<file path="src/rtl/arbitro_rr_pkg.sv">
// arbitro_rr shared types: FSM state encoding and channel geometry.
// Optional ARB_STATS_EN adds per-VC grant counters in the top level.
package arbitro_rr_pkg;

    localparam int N_VC   = 4;
    localparam int DEST_W = 2;

    typedef enum logic [1:0] {
        ST_OFF   = 2'd0,
        ST_IDLE  = 2'd1,
        ST_SERVE = 2'd2
    } state_t;

    function automatic logic [N_VC-1:0] onehot4(input logic [DEST_W-1:0] i);
        return 4'b0001 << i;
    endfunction

endpackage

</file>
<file path="src/rtl/arbitro_rr_pick4.sv">
// Rotating-priority picker: first set bit of eligible at or after start.
module rr_pick4
    import arbitro_rr_pkg::*;
(
    input  logic [3:0] eligible,
    input  logic [1:0] start,
    output logic       valid,
    output logic [1:0] idx
);

    logic [7:0] dbl;
    logic [3:0] rot;
    logic [1:0] off;

    // rot[k] is eligible[(start+k) mod 4]
    assign dbl = {eligible, eligible};
    assign rot = dbl[{1'b0, start} +: 4];

    always_comb begin
        valid = |rot;
        off   = 2'd0;
        if (rot[0])      off = 2'd0;
        else if (rot[1]) off = 2'd1;
        else if (rot[2]) off = 2'd2;
        else if (rot[3]) off = 2'd3;
        idx = start + off;
    end

endmodule

</file>
<file path="src/rtl/arbitro_rr.sv">
// Round-robin VC arbiter routing head words to destination output FIFOs.
// Define ARB_STATS_EN to add saturating per-VC grant counters (stat_grants).
module arbitro_rr
    import arbitro_rr_pkg::*;
#(
    parameter int DATA_W = 10
) (
    input  logic                     clk,
    input  logic                     reset,
    input  logic                     active_in,
    input  logic [N_VC-1:0]          in_empty,
    input  logic [N_VC*DATA_W-1:0]   in_data,
    output logic [N_VC-1:0]          in_pop,
    input  logic [N_VC-1:0]          out_almost_full,
    output logic [N_VC-1:0]          out_push,
    output logic [DATA_W-1:0]        out_data,
    output logic [1:0]               grant_id,
    output logic                     busy
`ifdef ARB_STATS_EN
    ,
    output logic [N_VC*8-1:0]        stat_grants
`endif
);

    state_t             state;
    logic [1:0]         last_grant;
    logic [DATA_W-1:0]  head [N_VC];
    logic [N_VC-1:0]    eligible;
    logic [1:0]         start;
    logic               pick_valid;
    logic [1:0]         pick_idx;
    logic               grant;
    logic [DATA_W-1:0]  pick_word;

    always_comb begin
        for (int i = 0; i < N_VC; i++) begin
            head[i]     = in_data[i*DATA_W +: DATA_W];
            eligible[i] = !in_empty[i] &&
                          !out_almost_full[head[i][DATA_W-1 -: DEST_W]];
        end
    end

    assign start = last_grant + 2'd1;

    rr_pick4 u_pick (
        .eligible (eligible),
        .start    (start),
        .valid    (pick_valid),
        .idx      (pick_idx)
    );

    // Reset gates the pop so no word leaves an input FIFO while held in reset
    assign grant     = !reset && active_in && (state != ST_OFF) && pick_valid;
    assign pick_word = head[pick_idx];
    assign in_pop    = grant ? onehot4(pick_idx) : '0;

    always_ff @(posedge clk or posedge reset) begin
        if (reset) begin
            state      <= ST_OFF;
            last_grant <= 2'd3;
            out_push   <= '0;
            out_data   <= '0;
            grant_id   <= 2'd0;
            busy       <= 1'b0;
        end else begin
            out_push <= grant ? onehot4(pick_word[DATA_W-1 -: DEST_W]) : '0;
            if (grant) begin
                out_data   <= pick_word;
                grant_id   <= pick_idx;
                last_grant <= pick_idx;
            end
            unique case (state)
                ST_OFF: begin
                    state <= active_in ? ST_IDLE : ST_OFF;
                    busy  <= 1'b0;
                end
                ST_IDLE, ST_SERVE: begin
                    if (!active_in) begin
                        state <= ST_OFF;
                        busy  <= 1'b0;
                    end else if (grant) begin
                        state <= ST_SERVE;
                        busy  <= 1'b1;
                    end else begin
                        state <= ST_IDLE;
                        busy  <= 1'b0;
                    end
                end
                default: begin
                    state <= ST_OFF;
                    busy  <= 1'b0;
                end
            endcase
        end
    end

`ifdef ARB_STATS_EN
    always_ff @(posedge clk or posedge reset) begin
        if (reset) begin
            stat_grants <= '0;
        end else begin
            for (int i = 0; i < N_VC; i++) begin
                if (in_pop[i] && stat_grants[i*8 +: 8] != 8'hFF)
                    stat_grants[i*8 +: 8] <= stat_grants[i*8 +: 8] + 8'd1;
            end
        end
    end
`endif

endmodule

</file>
<file path="config.mk">
export PLATFORM = sky130hd
export DESIGN_NAME = arbitro_rr
export DESIGN_NICKNAME = d
export VERILOG_FILES = /design/src/rtl/arbitro_rr_pkg.sv /design/src/rtl/arbitro_rr_pick4.sv /design/src/rtl/arbitro_rr.sv
export SDC_FILE = /design/constraint.sdc
export NUM_CORES = 1
export LEC_CHECK = 0
export CAP_MARGIN = 20
export CORE_AREA = 2 2 80 82
export DETAILED_ROUTE_END_ITERATION = 8
export DIE_AREA = 0 0 82 84
export HOLD_SLACK_MARGIN = 0.12
export PLACE_DENSITY = 0.62
export SYNTH_ARGS = -nofsm -noshare
export SYNTH_HDL_FRONTEND = slang
export SYNTH_SLANG_ARGS = --single-unit
</file>
<file path="constraint.sdc">
create_clock -name clk -period 12.5 [get_ports clk]
set_input_delay 2.5 -clock clk [delete_from_list [all_inputs] [get_ports clk]]
set_output_delay 2.5 -clock clk [all_outputs]
set_load 0.05 [all_outputs]
</file>
=== Word level (Yosys, flattened, before mapping) ===
Index checks and enable logic that the tools add are counted.

* Bits in registers: 21
* Bits of input ports: 51

* Equality and inequality tests: 2
* Shifts and indexed selects: 3
* Reduce and logical (&&, ||, !) cells: 20
* $lt $le $gt $ge: 5
* Bitwise operators: 1
* Add/sub/neg operators: 2
* Muxes and demuxes: 24

{| class="wikitable"
|+ Operators with widths
! kind !! number
|-
| $bmux 10 s2 || 1
|-
| $mux 10 || 2
|-
| $lt 2x3->1 const B || 4
|-
| $mux 2 || 6
|-
| $logic_not 1->1 || 9
|-
| $bmux 1 s2 || 4
|-
| $mux 1 || 8
|-
| $mux 4 || 2
|-
| $shiftx 8x3->4 || 1
|-
| $shl 1x2->4 const A || 2
|-
| $logic_and 1x1->1 || 7
|-
| $pmux 2 s2 || 1
|-
| $reduce_or 4->1 || 1
|-
| $ge 3x3->1 const B || 1
|-
| $not 2->3 || 1
|-
| $add 2x1->2 const B || 1
|-
| $add 2x2->2 || 1
|-
| $eq 2x1->1 const B || 1
|-
| $eq 2x2->1 const B || 1
|-
| $logic_not 2->1 || 1
|-
| $reduce_bool 2->1 || 1
|-
| $reduce_or 2->1 || 1
|}

=== Logic depth before layout (Yosys ltp) ===
Gate-level depths: netlist (run 1).

* Depth in word-level cells: 16
* Depth in mapped cells: 12

=== Hierarchy ===
Synthesis (run 1) repeated with hierarchy kept, for this count alone.

* Cell total of the unflattened synthesis: 103
* Area total of the unflattened synthesis: 1,403.8 µm²

{| class="wikitable"
|+ By module, submodules not included
! module !! cells each !! seq. area each (µm²) !! times used !! area an instance (µm²)
|-
| arbitro_rr || 81 || 528.0 || 1 || 1,242.4
|-
| rr_pick4 || 22 || 0.0 || 1 || 161.4
|}

=== Worst setup path before layout (run 1) ===
OpenSTA, ideal clock, no wires.

* Path type: input port to output port
* From: input port in_data[18]
* To: output port in_pop[3]
* Setup slack: 4,156 ps
* Data arrival time: 5,844 ps
* Cell stages on the path: 11
* Path through: mux4_2 > nor2_1 > mux2_2 > a2bb2oi_1 > o22ai_1 > a21bo_2 > ha_1 > buf_1 > clkbuf_1 > nand4_1 > nor2b_1

* Cells in the longest elaborated chain, start to end: 12
* Elaborated cells between the ends (all ways): 14
* Those cells by class: add/sub (1); shift (2); mux (7); reduce/logical (4)

{| class="wikitable"
|+ RTL lines
! element !! line !! source
|-
| start, declared || arbitro_rr.sv:12 || <nowiki>input logic [N_VC*DATA_W-1:0] in_data,</nowiki>
|-
| $bmux 1 s2 (*) || arbitro_rr.sv:39 || <nowiki>!out_almost_full[head[i][DATA_W-1 -: DEST_W]];</nowiki>
|-
| $mux 1 (implied by the code) (*) || arbitro_rr.sv:39 ||
|-
| $logic_not 1->1 (*) || arbitro_rr.sv:39 ||
|-
| $logic_and 1x1->1 (*) || arbitro_rr.sv:38 || <nowiki>eligible[i] = !in_empty[i] &&</nowiki>
|-
| $shiftx 8x3->4 (*) || arbitro_rr_pick4.sv:17 || <nowiki>assign rot = dbl[{1'b0, start} +: 4];</nowiki>
|-
| $mux 2 || arbitro_rr_pick4.sv:25 || <nowiki>else if (rot[3]) off = 2'd3;</nowiki>
|-
| $mux 2 || arbitro_rr_pick4.sv:24 || <nowiki>else if (rot[2]) off = 2'd2;</nowiki>
|-
| $mux 2 || arbitro_rr_pick4.sv:23 || <nowiki>else if (rot[1]) off = 2'd1;</nowiki>
|-
| $mux 2 (*) || arbitro_rr_pick4.sv:22 || <nowiki>if (rot[0]) off = 2'd0;</nowiki>
|-
| $add 2x2->2 (*) || arbitro_rr_pick4.sv:26 || <nowiki>idx = start + off;</nowiki>
|-
| net pick_idx[0] || arbitro_rr.sv:31 || <nowiki>logic [1:0] pick_idx;</nowiki>
|-
| $shl 1x2->4 (*) || arbitro_rr_pkg.sv:15 || <nowiki>return 4'b0001 << i;</nowiki>
|-
| $mux 4 (*) || arbitro_rr.sv:55 || <nowiki>assign in_pop = grant ? onehot4(pick_idx) : '0;</nowiki>
|-
| end, declared || arbitro_rr.sv:13 || <nowiki>output logic [N_VC-1:0] in_pop,</nowiki>
|}

The timed path passes the listed nets; every way through them passes the cells marked *. The select of a mux whose other input is x is not followed.

=== Worst setup path in the final report (run 1) ===
* From: input port in_data[8]
* To: output port in_pop[3]

The elaborated chain is that of the path after synthesis.

==> flow_summary.ini, run 1 <==
[synthesis]
synth_area_sq_mm = 0.00147
synth.distinct_cells = 37
syn-mean-instance-area_sq_um = 10.9
synth_warnings = 0
netlist_instances = 135
ys_seq_area_share_pct = 35.9
ys_ff_latch = 21
synth_nets = 189

[drt]
drtAntennaViolNets = 0
drtIter0Drc = 18
routed_wl_um = 3700
route.detailed.drc = 0
firstDrtPassIters = 4
wl_per_cell_um = 13.3
drt-vias-per-instance = 4.57
vias = 1274

[worst_hold_path]
min_path_type = reg2reg

[pwr]
power_density_mw_per_mm2 = 233
p_sw_uw = 249
power_frac_comb_pct = 71.1
ir_drop_uv = 106
p_sw_share_pct = 47.0
power.internal_uw = 281
power_frac_clock_pct = 8.4
p_seq_share_pct = 20.5
p_leak_uw = 0.000935

[global_routing]
grt.total_usage_pct = 11.2
grt_overflow = 0
first_global_vias = 1382
grt_pass1_wl_um = 6070
grt_max_degree = 36
grt_antenna_before_repair = 0

[floorplanning]
die-area_sq_mm = 0.00689
core-area_sq_mm = 0.00610
fp-row-count = 29
die_h_um = 84
die_w_um = 82
ios = 72
initial_core_util_pct = 24.1

[clock_network]
tritoncts = built
clockBufferDepth = 2
clkTransAtPathRegs_ns = 0.07
post_cts_resized = 0
postCtsSetupBuffers = 0
cts_root_buf = clkbuf_8
worstSkewPairLatency_ns = 0.26
cts_hold_buf = 0
clock-sinks = 21
cts_made_buffers = 3
htreeDepth = 1

[timing]
period_needed_ns = 9.11
relSlewSlack_pct = 29.6
hold_violations = 0
fmax_mhz = 110
setup_violations = 0
fin_worst_skew_ns = 0.00925
final-max-slew-violation-count = 0
setup_tns_ns = 0
period_share_pct = 72.9
rsz0062_at_grt = no
setup_slack_ns = 3.39
tightestPinTransition_ns = 1.06

[placement]
dpl-instance-area_sq_mm = 0.00223
gp_congestion = 0.732
place_ws_ns = 3.35
io_buffer_count = 71
hpwl_um = 2790
placed_cells = 275

[final_layout]
drive_gt1_share_pct = 14.4
syn_to_final_growth_pct = 54.9
final_util_pct = 37.4
finalInstanceArea_sq_mm = 0.00228
fin_cells = 279
diodes = 0
num-nets-final = 257

[critical_path]
crit_path_end_kind = primary output
start_kind = primary input
crit_fanout = 22
arrival_ns = 6.61
critPathKind = in2out
critPathRequiredTime_ns = 10.00

[job]
cap_viol_max_count = 0

[status]
status = finished clean
==> cells in the mapped netlist, drive strengths merged <==
cell / n / area [sq um]
or3b: 2 / 17.5
inv: 5 / 18.8
mux4: 7 / 169
nand2: 6 / 22.5
nor2b: 1 / 6.26
buf: 8 / 50.0
xnor2: 2 / 25.0
mux2: 10 / 113
clkbuf: 1 / 3.75
a211oi: 1 / 12.5
a2bb2oi: 1 / 8.76
maj3: 1 / 11.3
nor2: 15 / 58.8
o22ai: 1 / 6.26
a221o: 5 / 50.1
a21bo: 1 / 10.0
nor3: 10 / 60.1
or3: 1 / 6.26
o21ai: 2 / 10.0
nand4: 1 / 6.26
a211o: 1 / 8.76
ha: 3 / 37.5
nand3b: 2 / 15.0
nand3: 5 / 30.0
dfrtp: 19 / 475
mux2i: 14 / 140
dfstp: 2 / 52.6
a21oi: 6 / 30.0
nor3b: 2 / 15.0
==> layout make-up <==
cell class              instances  area (sq um)
fillers                       616          3820
clock buffers                   3          41.3
well taps                      77          96.3
multi-input cells             100           870
flip-flops and latches         21           528
clock inverters                 1          5.00
inverters                       5          18.8
repair buffers                 72           718
==> power groups by stage <==
| stage | logic, uW | clock network (uW) | registers (uW) |
|---|---|---|---|
| after floorplan | 232 | 0 | 173 |
| after global placement | 378 | 0 | 110 |
| after detailed placement | 381 | 0 | 110 |
| after CTS | 382 | 46.7 | 109 |
| after global routing | 405 | 50.1 | 112 |
| final | 377 | 44.5 | 109 |
==> state kept, by name, summed over array words and instances, names as in the netlist <==
| signal | flops |
|---|---|
| grant_id | 2 |
| state | 2 |
| last_grant | 2 |
| out_push | 4 |
| busy | 1 |
| out_data | 10 |
==> layout by cell type (no fill, tap or decap), types with 4 or more instances in the layout <==
master / count
nand2_1: 6
dfrtp_1: 19
mux2_2: 10
a221o_1: 5
nand3_1: 4
nor3_1: 8
mux2i_1: 14
mux4_2: 4
inv_1: 5
nor2_1: 14
a21oi_1: 6
clkdlybuf4s50_1: 71
==> worst max-delay path, cell delays in order <==
cell             delay (ns)
clkdlybuf4s50_1        0.50
mux4_2                 0.52
nor2_1                 0.14
mux2_2                 0.19
a2bb2oi_1              0.07
o22ai_1                0.12
a21bo_2                0.23
ha_1                   0.98
nand4_1                0.35
nor2b_1                0.19
clkdlybuf4s50_1        0.81
==> kinds of logic after synthesis <==
| group | synth area share, % |
|---|---|
| compound gates | 9.28 |
| xor+xnor | 1.70 |
| fa+ha+maj | 3.32 |
| buf+inv | 4.94 |
| flops | 35.9 |
| mux | 28.7 |
| simple gates | 16.2 |
==> metrics by stage <==
step	hold WS (ns)	total power (uW)
floorplan	0.566	405
global placement	0.466	488
detailed placement	0.473	491
CTS	0.491	538
global route	0.532	567
finish	0.488	530
==> routing by layer <==
metal | routed length [um] | track usage, %
met1 | 1650 | 13.9
met2 | 1830 | 19.7
met4 | 0 | 0.909
met3 | 222 | 3.14
met5 | 0 | 0
==> final timing paths <==
| path | slack, ns | cells past startpoint | endpoint | from |
|---|---|---|---|---|
| min in group asynchronous | 2.74 | 2 | out_data[6] | reset |
| worst max-delay path | 3.39 | 11 | in_pop[3] | in_data[8] |
| worst max register to register | 9.00 | 9 | out_push[0] | last_grant[0] |
| worst min register to register | 0.49 | 2 | grant_id[0] | grant_id[0] |
| worst min-delay path | 0.49 | 2 | grant_id[0] | grant_id[0] |
| max in group asynchronous | 9.25 | 2 | state[1] | reset |
Note: power is estimated with default switching activity, not from simulation.
==> run 2, diff against run 1 <==
clock period = 9.07 ns   (was 12.5 ns; I/O delays follow)
==> run 2 against run 1 <==
  * Clock-buffer cell count increased by 1
  * Critical path depth rose by 1
  * Register-to-register slack lost 3.2 ns
  * Clock skew shrank 0.0049 ns
  * Total power grew 38%
  * Largest power group unchanged
==> flow_summary.ini, run 2 (synthesis results as in run 1) <==
[status]
status = finished clean

[timing]
setup_tns_ns = 0
setup_violations = 0
fmax_mhz = 135
hold_violations = 0
whs_ns = 0.478
period_needed_ns = 7.41
rsz0062_at_grt = no
relSlewSlack_pct = 44.4
tightestPinTransition_ns = 0.834
fin_worst_skew_ns = 0.00436
period_share_pct = 81.7
final-max-slew-violation-count = 0

[worst_hold_path]
hold_depth = 2
holdPathEnd = grant_id[0]
worstHoldStart = grant_id[0]
min_path_type = reg2reg

[final_layout]
fin_cells = 280
finalInstanceArea_sq_mm = 0.00228
layout_commonest_cell = clkdlybuf4s50_1
largest_reg_flops = 10
syn_to_final_growth_pct = 55.3
final_cell_mix = clkdlybuf4s50_1, dfrtp_1, nor2_1, mux2i_1, mux2_2
largest_registers = out_data: 10 flops, out_push: 4 flops
drive_gt1_share_pct = 14.3
top_register = out_data
num-nets-final = 258
diodes = 0
fillers = 643

[critical_path]
path_cells = clkdlybuf4s50_1 -> mux4_2 -> nor2_1 -> mux2_2 -> a2bb2oi_1 -> o22ai_1 -> a21bo_2 -> ha_1 -> xnor2_2 -> buf_4 -> nor3b_1 -> clkdlybuf4s50_1
crit_fanout = 22
critPathRequiredTime_ns = 7.26
cpMaxStageDelayCell = clkdlybuf4s50_1
start_kind = primary input
path_common_cell = clkdlybuf4s50_1
critPathKind = in2out
r2r_setup_slack_ns = 5.83
r2r_end = out_push[1]
arrival_ns = 5.59
critical-path-max-stage-delay_ns = 0.85
reg2reg_from = last_grant[0]
crit_path_end_kind = primary output
r2r_cells = 10

[clock_network]
clock-sinks = 21
post_cts_resized = 0
tritoncts = built
cts_hold_buf = 0
worstSkewPairLatency_ns = 0.26
clkTransAtPathRegs_ns = 0.08
cts_made_buffers = 3
cts_root_buf = clkbuf_8
clockBufferDepth = 2
postCtsSetupBuffers = 0
htreeDepth = 1

[floorplanning]
fp-row-count = 29
die_w_um = 82
initial_core_util_pct = 24.1
die-area_sq_mm = 0.00689
ios = 72
core-area_sq_mm = 0.00610
die_h_um = 84

[global_routing]
grt_pass1_wl_um = 6440
grt_antenna_before_repair = 0
grt.total_usage_pct = 11.9
first_global_vias = 1321
grt_overflow = 0
grt_max_degree = 36

[job]
cap_viol_max_count = 0

[drt]
route.detailed.drc = 0
wl_per_cell_um = 13.7
drtIter0Drc = 22
vias = 1299
drtAntennaViolNets = 0
firstDrtPassIters = 4
drt-vias-per-instance = 4.64
routed_wl_um = 3850

[placement]
io_buffer_count = 71
dpl-instance-area_sq_mm = 0.00224
gp_congestion = 0.747
hpwl_um = 2930
placed_cells = 276

[pwr]
power_density_mw_per_mm2 = 321
ir_drop_uv = 175
p_leak_uw = 0.000937
finalPower_uw = 733
[run 2: layer usage]
| layer | track usage [%] | wire (um) |
|---|---|---|
| met2 | 20.2 | 1930 |
| met3 | 3.14 | 201 |
| met5 | 0 | 0 |
| met1 | 15.7 | 1710 |
| met4 | 0.909 | 12 |
[run 2: layout make-up]
cell class / count / area (sq um) / area share [%]
multi-input combinational: 100 / 870 / 38.1
timing repair buffer: 73 / 726 / 31.8
sequential: 21 / 528 / 23.1
tap: 77 / 96.3 / 4.22
clock buffer: 4 / 45.0 / 1.97
inverter: 5 / 18.8 / 0.822
[run 2: power by group]
part           switching, uW  leakage [uW]  internal, uW
logic                    291      0.000649           230
registers               21.7      0.000265           129
clock network           30.6     0.0000228          31.3
total                    343      0.000937           390
[run 2: worst max-delay path: cells and delay by family]
kind / cells / cell delay [ns]
AND/OR/NAND/NOR: 2 / 0.37
AO/OA/AOI/OAI: 3 / 0.43
buffers and inverters: 3 / 1.67
XOR/XNOR: 1 / 0.39
multiplexers: 2 / 0.71
adder cells (fa/ha/maj): 1 / 0.20
[run 2: how the worst max path moves through the flow]
| stage | start | endpoint | cells past startpoint |
|---|---|---|---|
| 5_1_grt | in_data[18] | in_pop[2] | 12 |
| 2_1_floorplan | in_data[18] | in_pop[3] | 11 |
| 4_1_cts | in_data[18] | in_pop[2] | 12 |
| 3_5_place_dp | in_data[18] | in_pop[2] | 12 |
| 3_3_place_gp | in_data[18] | in_pop[2] | 12 |
| 6_report | in_data[18] | in_pop[2] | 12 |
[run 2: stage by stage]
stage                     utilization (%)  worst slack, ns
final                                37.5             1.66
after floorplan                         -             2.10
after CTS                            37.5             1.63
after global placement               36.7             1.70
after detailed placement             36.7             1.65
after global routing                 37.5             1.31
==> run 3, diff against run 2 <==
PLACE_DENSITY = 0.64   (was 0.62)
clock period = 6.6 ns   (was 9.07 ns; I/O delays follow)
==> run 3 against run 2 <==
  * Sequential share of layout area fell by 0.35 points
  * Clock skew shrank 0.00082 ns
  * Wire length rose by 1.6%
  * Largest cell class unchanged
  * Via count down 2.0%
  * Design area up 1.5%
==> flow_summary.ini, run 3 (synthesis results as in run 1) <==
[status]
status = finished clean

[timing]
relSlewSlack_pct = 43.6
period_needed_ns = 5.74
setup_tns_ns = 0
tightestPinTransition_ns = 0.846
period_share_pct = 86.9
hold_violations = 0
fin_worst_skew_ns = 0.00354
rsz0062_at_grt = no
setup_violations = 0
final-max-slew-violation-count = 0
fmax_mhz = 174

[drt]
vias = 1273
drt-vias-per-instance = 4.53
routed_wl_um = 3910
firstDrtPassIters = 4
drtIter0Drc = 38
route.detailed.drc = 0
wl_per_cell_um = 13.9
drtAntennaViolNets = 0

[final_layout]
diodes = 0
largest_registers = out_data: 10 flops, out_push: 4 flops
top_register = out_data
syn_to_final_growth_pct = 57.7
final_cell_mix = clkdlybuf4s50_1, dfrtp_1, nor2_1, mux2i_1, mux2_2
layout_commonest_cell = clkdlybuf4s50_1
drive_gt1_share_pct = 16.7
fillers = 617
num-nets-final = 259
largest_reg_flops = 10

[global_routing]
grt_antenna_before_repair = 0
grt_overflow = 0
grt_max_degree = 30
first_global_vias = 1343
grt_pass1_wl_um = 6270
grt.total_usage_pct = 11.7

[critical_path]
crit_path_end_kind = primary output
reg2reg_from = last_grant[0]
worst-path-stages = 11
critical-path-max-stage-delay_ns = 0.62
crit_end = in_pop[3]
critPathRequiredTime_ns = 5.28
r2r_setup_slack_ns = 3.23
start_kind = primary input
arrival_ns = 4.42
cpMaxStageDelayCell = ha_1
critPathKind = in2out
startpoint = in_data[8]
r2r_end = out_data[0]
critPathTopFamily = multiplexers
r2r_cells = 9
crit_fanout = 12
path_cells = clkdlybuf4s50_1 -> mux4_2 -> nor2_1 -> mux2_2 -> a2bb2oi_1 -> o22ai_1 -> a21bo_2 -> ha_1 -> nand4_1 -> nor2b_1 -> buf_12
cp_num_buf_inv = 2

[floorplanning]
fp-row-count = 29
initial_core_util_pct = 24.1
die_h_um = 84
die-area_sq_mm = 0.00689
core-area_sq_mm = 0.00610
die_w_um = 82
ios = 72

[placement]
hpwl_um = 3020
io_buffer_count = 71
gp_congestion = 0.757

[clock_network]
post_cts_resized = 0
worstSkewPairLatency_ns = 0.26
clockBufferDepth = 2
cts_root_buf = clkbuf_8
clkTransAtPathRegs_ns = 0.08
postCtsSetupBuffers = 0
clock-sinks = 21
cts_hold_buf = 0
htreeDepth = 1
tritoncts = built
cts_made_buffers = 3

[pwr]
finalPower_uw = 1020
ir_drop_uv = 206
power_density_mw_per_mm2 = 441
p_leak_uw = 0.000958

[worst_hold_path]
min_path_type = reg2reg

[job]
cap_viol_max_count = 0
run 3: stage by stage:
step | instances | worst slack (ns) | area [sq um] | hold WS, ns | utilization (%)
floorplan | 135 | 0.616 | 1470 | 0.566 | -
global placement | 277 | 0.909 | 2270 | 0.468 | 37.3
detailed placement | 277 | 0.826 | 2270 | 0.477 | 37.3
CTS | 281 | 0.825 | 2320 | 0.496 | 38.0
global route | 281 | 0.544 | 2320 | 0.520 | 38.0
finish | 281 | 0.863 | 2320 | 0.486 | 38.0
run 3: where the power goes:
group          total (uW)  internal [uW]  switching [uW]
logic                 731            321             410
clock network        84.7           43.0            41.7
registers             207            177            30.2
total                1020            541             482
run 3: worst min path at each step:
stage / start / endpoint / slack [ns] / cells after the start
2_1_floorplan: state[1] / state[0] / 0.57 / 2
3_3_place_gp: grant_id[0] / grant_id[0] / 0.47 / 2
3_5_place_dp: grant_id[0] / grant_id[0] / 0.48 / 2
4_1_cts: grant_id[0] / grant_id[0] / 0.50 / 2
5_1_grt: grant_id[0] / grant_id[0] / 0.52 / 2
6_report: grant_id[0] / grant_id[0] / 0.49 / 2
run 3: worst reg2reg max path: cells and delay by family, from the launching register on:
kind | cells | cell delay [ns]
fa+ha+maj | 1 | 0.62
compound gates | 3 | 0.43
mux | 3 | 1.09
buf+inv | 2 | 0.47
flops | 1 | 0.65
run 3: final cells by class:
class	count	area (sq um)	share of cell area [%]
multi-input cells	100	870	37.5
repair buffers	74	761	32.8
clock buffers	4	45.0	1.94
inverters	5	18.8	0.809
flip-flops and latches	21	528	22.8
well taps	77	96.3	4.16
run 3: routing by layer:
| metal | vias up | global-route usage, % | routed length, um |
|---|---|---|---|
| li1 | 637 | - | - |
| met1 | 602 | 15.5 | 1830 |
| met2 | 34 | 20.0 | 1890 |
| met3 | 0 | 3.03 | 195 |
| met4 | 0 | 0.909 | 0 |
| met5 | - | 0 | 0 |
